===== src/rtl/pool_window_unit.sv =====
// pool_window_unit: reduces one WIN_X x WIN_Y window of float32 values to
// either its mean (accumulate with a shared adder, then scale by RECIP) or
// its maximum (one sequential compare per cycle).
//
// Ports:
//   clk        rising-edge clock
//   resetn     asynchronous active-low reset
//   mode       0 = mean, 1 = max (captured when the window is accepted)
//   in_valid   upstream offers in_window/mode
//   in_ready   high only while idle; window accepted on in_valid & in_ready
//   in_window  element (x,y) at bits [32*(y*WIN_X+x) +: 32]
//   out_valid  out_data holds a result, held until out_ready
//   out_ready  downstream takes the result
//   out_data   float32 result
//   busy       high whenever the block is not idle
//
// Also contains pool_fp_unit, the start/done float32 add/multiply unit that
// the mean path shares. Subnormals flush to zero; rounding is nearest-even.

module pool_fp_unit (
  input  logic        clk,
  input  logic        resetn,
  input  logic        start,
  input  logic [1:0]  op,
  input  logic [31:0] a,
  input  logic [31:0] b,
  output logic        done,
  output logic [31:0] result
);

  // m holds the normalized 24-bit significand, g the guard bit, st the
  // OR of everything below it.
  function automatic logic [31:0] fp_round(input logic s, input logic signed [9:0] e,
                                           input logic [23:0] m, input logic g,
                                           input logic st);
    logic [24:0]       mr;
    logic signed [9:0] er;
    mr = {1'b0, m} + {24'd0, g & (st | m[0])};
    er = e;
    if (mr[24]) begin
      mr = mr >> 1;
      er = er + 10'sd1;
    end
    if (er <= 10'sd0) return {s, 31'd0};
    if (er >= 10'sd255) return {s, 8'hFF, 23'd0};
    return {s, er[7:0], mr[22:0]};
  endfunction

  function automatic logic [31:0] fadd(input logic [31:0] a_in, input logic [31:0] b_in);
    logic [31:0]       x, y, t;
    logic [26:0]       mx, my;
    logic [27:0]       s;
    logic [7:0]        d;
    logic signed [9:0] e;
    logic [4:0]        lz;
    logic              found, stk;
    x = (a_in[30:23] == 8'd0) ? {a_in[31], 31'd0} : a_in;
    y = (b_in[30:23] == 8'd0) ? {b_in[31], 31'd0} : b_in;
    if (x[30:0] == 31'd0 && y[30:0] == 31'd0) return {x[31] & y[31], 31'd0};
    if (x[30:0] == 31'd0) return y;
    if (y[30:0] == 31'd0) return x;
    if (y[30:0] > x[30:0]) begin
      t = x;
      x = y;
      y = t;
    end
    mx = {1'b1, x[22:0], 3'b000};
    my = {1'b1, y[22:0], 3'b000};
    d  = x[30:23] - y[30:23];
    if (d >= 8'd27) begin
      my = 27'd1;
    end else begin
      stk = |(my & ~(27'h7FFFFFF << d));
      my  = (my >> d) | {26'd0, stk};
    end
    e = $signed({2'b00, x[30:23]});
    if (x[31] == y[31]) begin
      s = {1'b0, mx} + {1'b0, my};
      if (s[27]) begin
        s = {1'b0, s[27:2], s[1] | s[0]};
        e = e + 10'sd1;
      end
    end else begin
      s = {1'b0, mx} - {1'b0, my};
      if (s == 28'd0) return 32'd0;
      found = 1'b0;
      lz    = 5'd0;
      for (int i = 26; i >= 0; i--) begin
        if (!found) begin
          if (s[i]) found = 1'b1;
          else lz = lz + 5'd1;
        end
      end
      s = s << lz;
      e = e - $signed({5'd0, lz});
    end
    return fp_round(x[31], e, s[26:3], s[2], |s[1:0]);
  endfunction

  function automatic logic [31:0] fmul(input logic [31:0] a_in, input logic [31:0] b_in);
    logic              s;
    logic [47:0]       p;
    logic signed [9:0] e;
    s = a_in[31] ^ b_in[31];
    if (a_in[30:23] == 8'd0 || b_in[30:23] == 8'd0) return {s, 31'd0};
    p = {24'd0, 1'b1, a_in[22:0]} * {24'd0, 1'b1, b_in[22:0]};
    e = $signed({2'b00, a_in[30:23]}) + $signed({2'b00, b_in[30:23]}) - 10'sd127;
    if (p[47]) return fp_round(s, e + 10'sd1, p[47:24], p[23], |p[22:0]);
    return fp_round(s, e, p[46:23], p[22], |p[21:0]);
  endfunction

  always_ff @(posedge clk or negedge resetn) begin
    if (!resetn) begin
      done   <= 1'b0;
      result <= 32'd0;
    end else begin
      done <= start;
      if (start) result <= (op == 2'b10) ? fmul(a, b) : fadd(a, b);
    end
  end

endmodule

module pool_window_unit #(
  parameter int          WIN_X = 2,
  parameter int          WIN_Y = 2,
  parameter logic [31:0] RECIP = 32'h3E800000
) (
  input  logic                     clk,
  input  logic                     resetn,
  input  logic                     mode,
  input  logic                     in_valid,
  output logic                     in_ready,
  input  logic [32*WIN_X*WIN_Y-1:0] in_window,
  output logic                     out_valid,
  input  logic                     out_ready,
  output logic [31:0]              out_data,
  output logic                     busy
);

  localparam int             N     = WIN_X * WIN_Y;
  localparam int             IW    = $clog2(N) + 1;
  localparam logic [IW-1:0]  N_IDX = IW'(N);

  typedef enum logic [2:0] {
    IDLE, ADD_START, ADD_WAIT, SCALE_START, SCALE_WAIT, CMP, OUT
  } state_t;

  state_t          state_q;
  logic [32*N-1:0] win_q;
  logic [31:0]     acc_q, out_data_q;
  logic [IW-1:0]   idx_q, idx_nxt;
  logic            in_ready_q, out_valid_q, busy_q;
  logic [31:0]     elem_cur, max_cand, add_res, mul_res;
  logic            add_start, mul_start, add_done, mul_done;

  // Sign-magnitude ordering; +0 and -0 are equal so a tie keeps acc.
  function automatic logic fgt(input logic [31:0] x, input logic [31:0] y);
    if (x[30:0] == 31'd0 && y[30:0] == 31'd0) return 1'b0;
    if (x[31] != y[31]) return y[31];
    if (!x[31]) return x[30:0] > y[30:0];
    return x[30:0] < y[30:0];
  endfunction

  assign idx_nxt   = idx_q + 1'b1;
  assign elem_cur  = win_q[32*idx_q +: 32];
  assign max_cand  = fgt(elem_cur, acc_q) ? elem_cur : acc_q;
  assign add_start = (state_q == ADD_START);
  assign mul_start = (state_q == SCALE_START);

  pool_fp_unit u_add (
    .clk(clk), .resetn(resetn), .start(add_start), .op(2'b00),
    .a(acc_q), .b(elem_cur), .done(add_done), .result(add_res)
  );

  pool_fp_unit u_mul (
    .clk(clk), .resetn(resetn), .start(mul_start), .op(2'b10),
    .a(acc_q), .b(RECIP), .done(mul_done), .result(mul_res)
  );

  always_ff @(posedge clk or negedge resetn) begin
    if (!resetn) begin
      state_q     <= IDLE;
      win_q       <= '0;
      acc_q       <= 32'd0;
      idx_q       <= '0;
      out_data_q  <= 32'd0;
      in_ready_q  <= 1'b0;
      out_valid_q <= 1'b0;
      busy_q      <= 1'b0;
    end else begin
      case (state_q)
        IDLE: begin
          if (in_valid && in_ready_q) begin
            // Element 0 seeds the accumulator directly.
            win_q      <= in_window;
            acc_q      <= in_window[31:0];
            idx_q      <= IW'(1);
            in_ready_q <= 1'b0;
            busy_q     <= 1'b1;
            if (mode) begin
              if (N == 1) begin
                out_data_q  <= in_window[31:0];
                out_valid_q <= 1'b1;
                state_q     <= OUT;
              end else begin
                state_q <= CMP;
              end
            end else begin
              state_q <= (N == 1) ? SCALE_START : ADD_START;
            end
          end else begin
            in_ready_q <= 1'b1;
          end
        end
        ADD_START: state_q <= ADD_WAIT;
        ADD_WAIT: begin
          if (add_done) begin
            acc_q   <= add_res;
            idx_q   <= idx_nxt;
            state_q <= (idx_nxt == N_IDX) ? SCALE_START : ADD_START;
          end
        end
        SCALE_START: state_q <= SCALE_WAIT;
        SCALE_WAIT: begin
          if (mul_done) begin
            out_data_q  <= mul_res;
            out_valid_q <= 1'b1;
            state_q     <= OUT;
          end
        end
        CMP: begin
          acc_q <= max_cand;
          idx_q <= idx_nxt;
          if (idx_nxt == N_IDX) begin
            out_data_q  <= max_cand;
            out_valid_q <= 1'b1;
            state_q     <= OUT;
          end
        end
        OUT: begin
          // in_ready rises here so the next acceptance is one edge later.
          if (out_ready) begin
            out_valid_q <= 1'b0;
            busy_q      <= 1'b0;
            in_ready_q  <= 1'b1;
            state_q     <= IDLE;
          end
        end
        default: state_q <= IDLE;
      endcase
    end
  end

  assign in_ready  = in_ready_q;
  assign out_valid = out_valid_q;
  assign out_data  = out_data_q;
  assign busy      = busy_q;

endmodule


===== config.mk =====
export PLATFORM = sky130hd
export DESIGN_NAME = pool_window_unit
export DESIGN_NICKNAME = d
export VERILOG_FILES = /design/src/rtl/pool_window_unit.sv
export SDC_FILE = /design/constraint.sdc
export NUM_CORES = 1
export LEC_CHECK = 0
export ABC_AREA = 1
export CAP_MARGIN = 25
export CORE_MARGIN = 8
export CORE_UTILIZATION = 50
export DETAILED_ROUTE_END_ITERATION = 8
export MAX_ROUTING_LAYER = met4
export PLACE_DENSITY_LB_ADDON = 0.2
export RECOVER_POWER = 100
export SYNTH_ARGS = -nofsm -noshare
export SYNTH_HDL_FRONTEND = slang
export SYNTH_SLANG_ARGS = --single-unit

===== constraint.sdc =====
create_clock -name clk -period 27.7 [get_ports clk]
set_input_delay 5.54 -clock clk [delete_from_list [all_inputs] [get_ports clk]]
set_output_delay 5.54 -clock clk [all_outputs]
set_load 0.05 [all_outputs]

# After elaboration in Yosys (flattened, before gate mapping)
# Index checks and enable logic that the tools add are counted.
[op_classes]
add_sub_neg = 36
order_cmp = 8
n_eq_ne = 14
shift = 4
n_mux = 569
bitwise = 7
reduce_logical = 24
[op_table]
columns = ["cell", "count"]
rows = [
  ["2-to-1 mux 32 bit", 35],
  ["2-to-1 mux 5 bit", 214],
  ["2-to-1 mux 27 bit", 12],
  ["2-to-1 mux 1 bit", 273],
  ["2-to-1 mux 10 bit", 16],
  ["adder 5 x 1 -> 5 bit (second input constant)", 26],
  ["variable part select 128 x 9 -> 32 bit", 1],
  ["logical NOT 31 bit", 4],
  ["one-hot mux 32 bit (3 select lines)", 1],
  ["one-hot mux 32 bit (2 select lines)", 1],
  ["greater-than comparator 31 bit", 2],
  ["2-to-1 mux 31 bit", 2],
  ["less-than comparator 31 bit", 1],
  ["adder 27 x 27 -> 28 bit", 1],
  ["logical NOT 28 bit", 1],
  ["left shift 28 x 5 -> 27 bit", 1],
  ["subtractor 27 x 27 -> 28 bit", 1],
  ["AND 27 bit", 1],
  ["NOT 27 bit", 1],
  ["OR 27 x 1 -> 27 bit", 1],
  ["OR reduction 27 bit", 1],
  ["left shift 27 x 8 -> 27 bit (first input constant)", 1],
  [">> shifter 27 x 8 -> 27 bit", 1],
  ["adder 24 x 1 -> 25 bit", 1],
  ["other kinds (36)", 63],
]
[word_totals]
reg_bits = 267
in_bits = 133
out_inout_bits = 35
elab_cells = 674

# Logic depth before layout (Yosys ltp)
# Gate-level depths: netlist (run 1).
[logic_depth]
depth_word = 311
depth_mapped = 157
mapped_depth_nobuf = 151

# By module
# From an unflattened synthesis (run 1), not the netlist that was laid out.
[hier_totals]
cells_unflattened = 13228
area_unflattened_um2 = 87497.7
[by_module_without_submodules]
columns = ["module", "instances", "cells_each", "area_each_um2", "seq_area_each_um2"]
rows = [
  ["pool_fp_unit (u_add)", 1, 5794, 38250.4, 825.8],
  ["pool_fp_unit (u_mul)", 1, 5919, 37817.5, 825.8],
  ["pool_window_unit", 1, 1515, 11429.7, 5029.8],
]

# Worst setup path before layout (run 1)
# Ideal clock, no wire load.
[synth_path]
path_kind = "register to register"
from = "reg idx_q[0]"
to = "reg u_add.result[24]"
setup_time_ns = 0.117
arrival_ns = 18.849
required_ns = 27.583
slack_ns = 8.734
stages_incl_launch_ff = 141
n_path_buf = 8
synth_period_minus_slack_ns = 18.966
cell_sequence = "dfrtp_1 inv_2 buf_4 buf_6 clkbuf_1 clkbuf_1 a21oi_1 o21ai_0 a21oi_1 nand2_1 inv_1 ha_1 nand2_1 nor2_1 nand2_1 nor4_1 nand3_1 nor3_1 [105 not listed] o21ai_0 xor2_1 inv_1 nand2_1 nor4_1 xor2_1 nand4_1 nand2_1 nand2_1 nor2_2 nand2_1 nand2_2 nor2_4 buf_6 nand2_1 nand3_1 nand2_1 nand2_1"
[synth_via]
elab_chain_len = 293
word_cells_on_any_way = 554
classes_between = "33 x add/sub; 4 x order compare; 1 x eq/ne; 4 x shift; 500 x mux; 6 x bitwise; 6 x reduce/logical"
[synth_lines]
columns = ["item", "line", "rtl"]
rows = [
  ["start: declaration", "152", "logic [IW-1:0] idx_q, idx_nxt;"],
  ["start signal: assignment", "220", "idx_q <= idx_nxt;"],
  ["start signal: assignment", "234", "idx_q <= idx_nxt;"],
  ["variable part select 128 x 9 -> 32 bit *", "166", "assign elem_cur = win_q[32*idx_q +: 32];"],
  ["logical NOT 8 bit", "--", ""],
  ["2-to-1 mux 31 bit", "58", "y = (b_in[30:23] == 8'd0) ? {b_in[31], 31'd0} : b_in;"],
  ["greater-than comparator 31 bit", "62", "if (y[30:0] > x[30:0]) begin"],
  ["2-to-1 mux 32 bit (2 in a row)", "62", ""],
  ["2-to-1 mux 32 bit", "61", "if (y[30:0] == 31'd0) return x;"],
  ["2-to-1 mux 32 bit", "60", "if (x[30:0] == 31'd0) return y;"],
  ["2-to-1 mux 32 bit", "118", "if (start) result <= (op == 2'b10) ? fmul(a, b) : fadd(a, b);"],
  ["[276 not listed]", "--", ""],
  ["2-to-1 mux 1 bit", "60", ""],
  ["2-to-1 mux 1 bit", "118", ""],
  ["2-to-1 mux 32 bit", "46", "return {s, er[7:0], mr[22:0]};"],
  ["2-to-1 mux 32 bit", "45", "if (er >= 10'sd255) return {s, 8'hFF, 23'd0};"],
  ["2-to-1 mux 32 bit", "97", "return fp_round(x[31], e, s[26:3], s[2], |s[1:0]);"],
  ["2-to-1 mux 32 bit", "62", ""],
  ["2-to-1 mux 32 bit", "61", ""],
  ["2-to-1 mux 32 bit *", "60", ""],
  ["end signal: assignment", "118", ""],
  ["end: declaration", "28", "output logic [31:0] result"],
]
# Mark *: on every way between the ends. The rest lies on a longest branch, timed or not. The select of a mux whose other input is x is not followed.
# A chain may end at the register's enable or synchronous reset.

# Worst setup path in the final report (run 1)
[layout_path]
from = "reg idx_q[0]"
to = "reg u_add.result[20]"
# The elaborated chain is that of the path after synthesis.

==> impl_results.md, run 1 <==
* Status: complete, but fails checks
* Failing checks: capacitance limit, slew limit
* Cts hold-fix bufs at 0
* Fin crit share at 90.54%
* CTS buffer count at 26
* Post CTS Setup Buffer Count at 0
* GR Util met3 at 4.536%
* Most frequent cells in the layout: nand2_1 (1,243), inv_1 (563), o21ai_0 (387)
* Drt wl/cell at 19.28 um
* HP Class: flop to flop
* Die area at 64,000 um^2
* Vias at 30,660
* Async SR Flop Fraction at 100.0%
* Antenna Cells at 0
* CP endpoint kind: flop
* CP bufs+invs at 23
* M1 GR Usage at 44.86%
* Resize count post-CTS at 0
* Area grow syn2layout at 9.688%
* Most common cell after layout, fill and taps aside: nand2_1
* Syn nets at 4,774
* Initial Util at 50.18%
* Synth Flop Type: dfrtp_1
* Die W at 253.0 um
* Crit start category: flop
* Overflow after GRT at 0
* Minimum clock period at 25,080 ps
* Pin count of the biggest net entering global routing at 119
* Grt met2 use at 46.90%
* Routed WL at 102,300 um
* Worst Path Required at 28,190 ps
* Slew margin rel. at -193.0%
* Syn. warnings at 0
* EDFF count, synth at 0
* Crit Path Class: flop to flop
* Ports at 168
* Slew Viols, Final at 690
* Fmax at 39.87 MHz
* Clock sink total at 267
* Initial antenna violation count at 0
* Max-cap check violation count at 11
* Via-per-instance ratio at 5.779
* Synth Area per Inst at 6.247 um^2
* Count of cell types in the netlist at 68
* Yosys top cell area share at 23.80%
* Worst slew pin tran at 4395 ps
* Final setup vio count at 0
* # DRC at 0
* Final ANT Viol Nets at 0
* Port Buf Inserts at 167
* Number of global-route vias before repair at 27,750
* Worst EP arrival at 25,570 ps
* Register area share after synthesis at 23.80%
* Crit-path max FO at 75
* Core area at 55,950 um^2
* RSZ-0062 raised after global routing: no
* H-tree Lvls at 1
* Worst-path clk slew at 70 ps
* CTS root buf: clkbuf_16
* Share of post-route cells with drive strength above 1 at 6.177%
* First-pass GRT wire length at 158,700 um
* Clock Tree Buf Depth at 3
* Total GRT Usage at 31.66%
* Synthesized flop and latch total at 267
* Leading area contributor after synthesis: dfrtp_1
* Layout Nets at 4,808
* CTS tree: built
* Max incr delay on CP at 760 ps
* Slowest cell on crit path: a21oi_2
* GR peak layer: met2
* TritonRoute pass-1 iters at 6
* Fin. Hold Viols at 0
* Clock skew at 15.79 ps
* Placed wire-length estimate at 80,150 um
* Synth Cell Area at 28,080 um^2
* Worst skew pair latency at 550 ps
* Most frequent CP cell: nand2_1
* Setup TNS at 0 ps
* Gpl congestion at 1.025
* Top post-synthesis cells by area: dfrtp_1 (24%), nand2_1 (17%), inv_1 (7.5%), o21ai_0 (6.9%), nand3_1 (6.6%)
* CP top delay family: simple AND/OR/NAND/NOR gates
* Synthesized instance count at 4,495
* # rows at 87
* Die Y at 253.0 um
* First DRT Iteration DRCs at 3,507
## cell usage after synthesis (15+ instances only)
master,number
ha_1,144
xor2_1,70
nor2_4,15
a31oi_1,18
inv_2,39
nand2_1,1243
o21ai_0,386
nor4_1,22
nand3_1,373
a21oi_1,349
xnor2_1,19
a22oi_1,24
nor2_1,277
clkbuf_1,110
nand2_2,62
a221oi_1,25
buf_2,30
o21ai_1,40
buf_6,16
inv_1,561
nand3_2,20
nor3_1,29
nand4_1,120
buf_4,30
o211ai_1,25
dfrtp_1,267
## kinds of logic after synthesis
| group | Yosys count | synth area share, % |
|---|---|---|
| flops | 267 | 23.80 |
| compound gates | 943 | 18.52 |
| fa+ha+maj | 146 | 6.559 |
| xor+xnor | 92 | 3.030 |
| simple gates | 2233 | 36.03 |
| buf+inv | 814 | 12.07 |
## through the flow
stage	util (%)	setup slack [ps]	std cells	area, um^2	hold WS [ps]
after floorplan	-	8734	4495	28080	436.6
after global placement	53.52	4262	5255	29950	449.6
after detailed placement	53.54	3557	5257	29960	453.4
after CTS	55.17	3477	5305	30870	469.8
after global routing	55.04	323.0	5305	30800	484.1
final	55.04	2621	5305	30800	466.9
## cell type report
class / count / area [um^2]
Inverter: 612 / 2307
Fill cell: 5815 / 25150
Clock inverter: 12 / 190.2
Tap cell: 756 / 945.9
Sequential cell: 267 / 6683
Timing Repair Buffer: 208 / 1927
Clock buffer: 36 / 719.4
Multi-Input combinational cell: 3414 / 18030
## routing by layer
| metal | up-vias | routed length (um) |
|---|---|---|
| li1 | 14860 | - |
| met1 | 14250 | 45790 |
| met2 | 1345 | 44070 |
| met3 | 210 | 9130 |
| met4 | 0 | 3295 |
| met5 | - | 0 |
## worst register-to-register path, delay by kind of cell (launching register included)
kind	cells	cell delay (ps)
AO/OA/AOI/OAI	19	4250
flip-flops	1	340
buffers and inverters	23	3590
AND/OR/NAND/NOR	83	12120
adder cells (fa/ha/maj)	18	4720
## state kept, by name, summed over array words and instances, names as in the netlist
register / cells
busy: 1
u_add.done: 1
u_mul.done: 1
idx_q: 3
out_valid: 1
u_add.result: 32
state_q: 3
acc_q: 32
in_ready: 1
out_data: 32
win_q: 128
u_mul.result: 32
## path summary, 6_finish.rpt
path	start	to	slack [ps]	cells past startpoint
worst min register to register	win_q[101]$_DFFE_PN0P_	win_q[101]$_DFFE_PN0P_	470	2
worst min-delay path	win_q[101]$_DFFE_PN0P_	win_q[101]$_DFFE_PN0P_	470	2
min in group asynchronous	resetn	win_q[113]$_DFFE_PN0P_	6550	1
max in group asynchronous	resetn	idx_q[0]$_DFFE_PN0P_	13420	3
worst max-delay path	idx_q[0]$_DFFE_PN0P_	u_add.result[20]$_DFFE_PN0P_	2620	143
worst max register to register	idx_q[0]$_DFFE_PN0P_	u_add.result[20]$_DFFE_PN0P_	2620	143
Power of run 1 is left out: the tool's default activity adds up to more than one toggle a clock period on the data nets, which glitch-free logic cannot reach.
==> run 2, diff against run 1 <==
- PLACE_DENSITY: default -> 0.69
- PLACE_DENSITY_LB_ADDON: 0.2 -> default
==> impl_results.md, run 2 (synthesis gave the netlist of run 1 again) <==
* Status: complete, but fails checks
* Failing checks: capacitance limit, slew limit
* Core area at 55,950 um^2
* Vias at 30,530
* Gpl congestion at 1.027
* Post CTS Setup Buffer Count at 0
* Worst-path clk slew at 70 ps
* Clock Tree Buf Depth at 3
* Initial antenna violation count at 2
* CP bufs+invs at 23
* # DRC at 0
* Fin. Hold Viols at 0
* TritonRoute pass-1 iters at 8
* Placed wire-length estimate at 80,040 um
* Worst Path Required at 28,200 ps
* Fin crit share at 89.97%
* Initial Util at 50.18%
* Worst slew pin tran at 7289 ps
* Most common cell after layout, fill and taps aside: nand2_1
* Die area at 64,000 um^2
* Max reg flops at 128
* Slew Viols, Final at 710
* Most frequent cells in the layout: nand2_1 (1,243), inv_1 (562), o21ai_0 (387)
* Via-per-instance ratio at 5.759
* Fmax at 40.12 MHz
* Most frequent CP cell: nand2_1
* Clock sink total at 267
* First DRT Iteration DRCs at 3,623
* Slowest cell on crit path: a21oi_2
* HP Class: flop to flop
* Share of post-route cells with drive strength above 1 at 6.181%
* Worst skew pair latency at 560 ps
* CP top delay family: simple AND/OR/NAND/NOR gates
* Worst EP arrival at 25,420 ps
* Routed WL at 102,500 um
* Die Y at 253.0 um
* Total GRT Usage at 31.98%
* RSZ-0062 raised after global routing: no
* CTS root buf: clkbuf_16
* H-tree Lvls at 1
* Largest Register: win_q
* CTS tree: built
* Max-cap check violation count at 9
* Fillers at 5,799
* Overflow after GRT at 0
* CP endpoint kind: flop
* Number of global-route vias before repair at 27,540
* Clock skew at 25.74 ps
* Final setup vio count at 0
* CTS buffer count at 27
* Crit start category: flop
* Pin count of the biggest net entering global routing at 139
* Antenna Cells at 0
* Area grow syn2layout at 9.817%
* Final ANT Viol Nets at 0
* Drt wl/cell at 19.33 um
* # rows at 87
* Resize count post-CTS at 0
* Minimum clock period at 24,920 ps
* Port Buf Inserts at 167
* Setup TNS at 0 ps
* Cts hold-fix bufs at 0
* Crit Path Class: flop to flop
* Ports at 168
* Max incr delay on CP at 740 ps
* Die W at 253.0 um
* First-pass GRT wire length at 159,800 um
* Layout Nets at 4,805
* Slew margin rel. at -385.9%
* Crit-path max FO at 67
-- run 2: metrics by stage --
stage	util, %	instances	cell area, um^2	hold slack, ps	setup WS, ps
4_1_cts	55.18	5301	30870	469.3	3615
2_1_floorplan	-	4495	28080	436.6	8734
3_3_place_gp	53.49	5251	29930	449.5	4301
3_5_place_dp	53.54	5252	29960	453.5	3691
6_report	55.11	5302	30830	466.9	2777
5_1_grt	55.11	5302	30830	482.2	289.7
-- run 2: final cells by class --
| type | instances | area (um^2) | share of cell area [%] |
|---|---|---|---|
| clock inverters | 10 | 136.4 | 0.4423 |
| inverters | 612 | 2307 | 7.483 |
| flip-flops and latches | 267 | 6683 | 21.67 |
| clock buffers | 39 | 780.7 | 2.532 |
| well taps | 756 | 945.9 | 3.068 |
| multi-input cells | 3414 | 18040 | 58.49 |
| repair buffers | 204 | 1946 | 6.310 |
-- run 2: path summary, 6_finish.rpt --
kind	from	endpoint	cells past startpoint	slack (ps)
setup / recovery	idx_q[0]$_DFFE_PN0P_	u_add.result[19]$_DFFE_PN0P_	142	2780
hold / removal	win_q[117]$_DFFE_PN0P_	win_q[117]$_DFFE_PN0P_	2	470
setup reg to reg	idx_q[0]$_DFFE_PN0P_	u_add.result[19]$_DFFE_PN0P_	142	2780
hold reg to reg	win_q[117]$_DFFE_PN0P_	win_q[117]$_DFFE_PN0P_	2	470
max in group asynchronous	resetn	idx_q[0]$_DFFE_PN0P_	2	10020
min in group asynchronous	resetn	win_q[78]$_DFFE_PN0P_	1	7710
-- run 2: routing by layer --
metal | up-vias | global-route usage [%] | routed length, um
li1 | 14850 | - | -
met1 | 14140 | 45.89 | 46480
met2 | 1402 | 47.59 | 44380
met3 | 147 | 4.300 | 9194
met4 | 0 | 6.986 | 2426
met5 | - | - | 0
-- run 2: tightest hold or removal path, cell delays in order, from the launching register on --
cell and delay [ps]:
dfrtp_1 340, nand2_1 50, nand2_1 50
Power of run 2 is left out for the same reason.
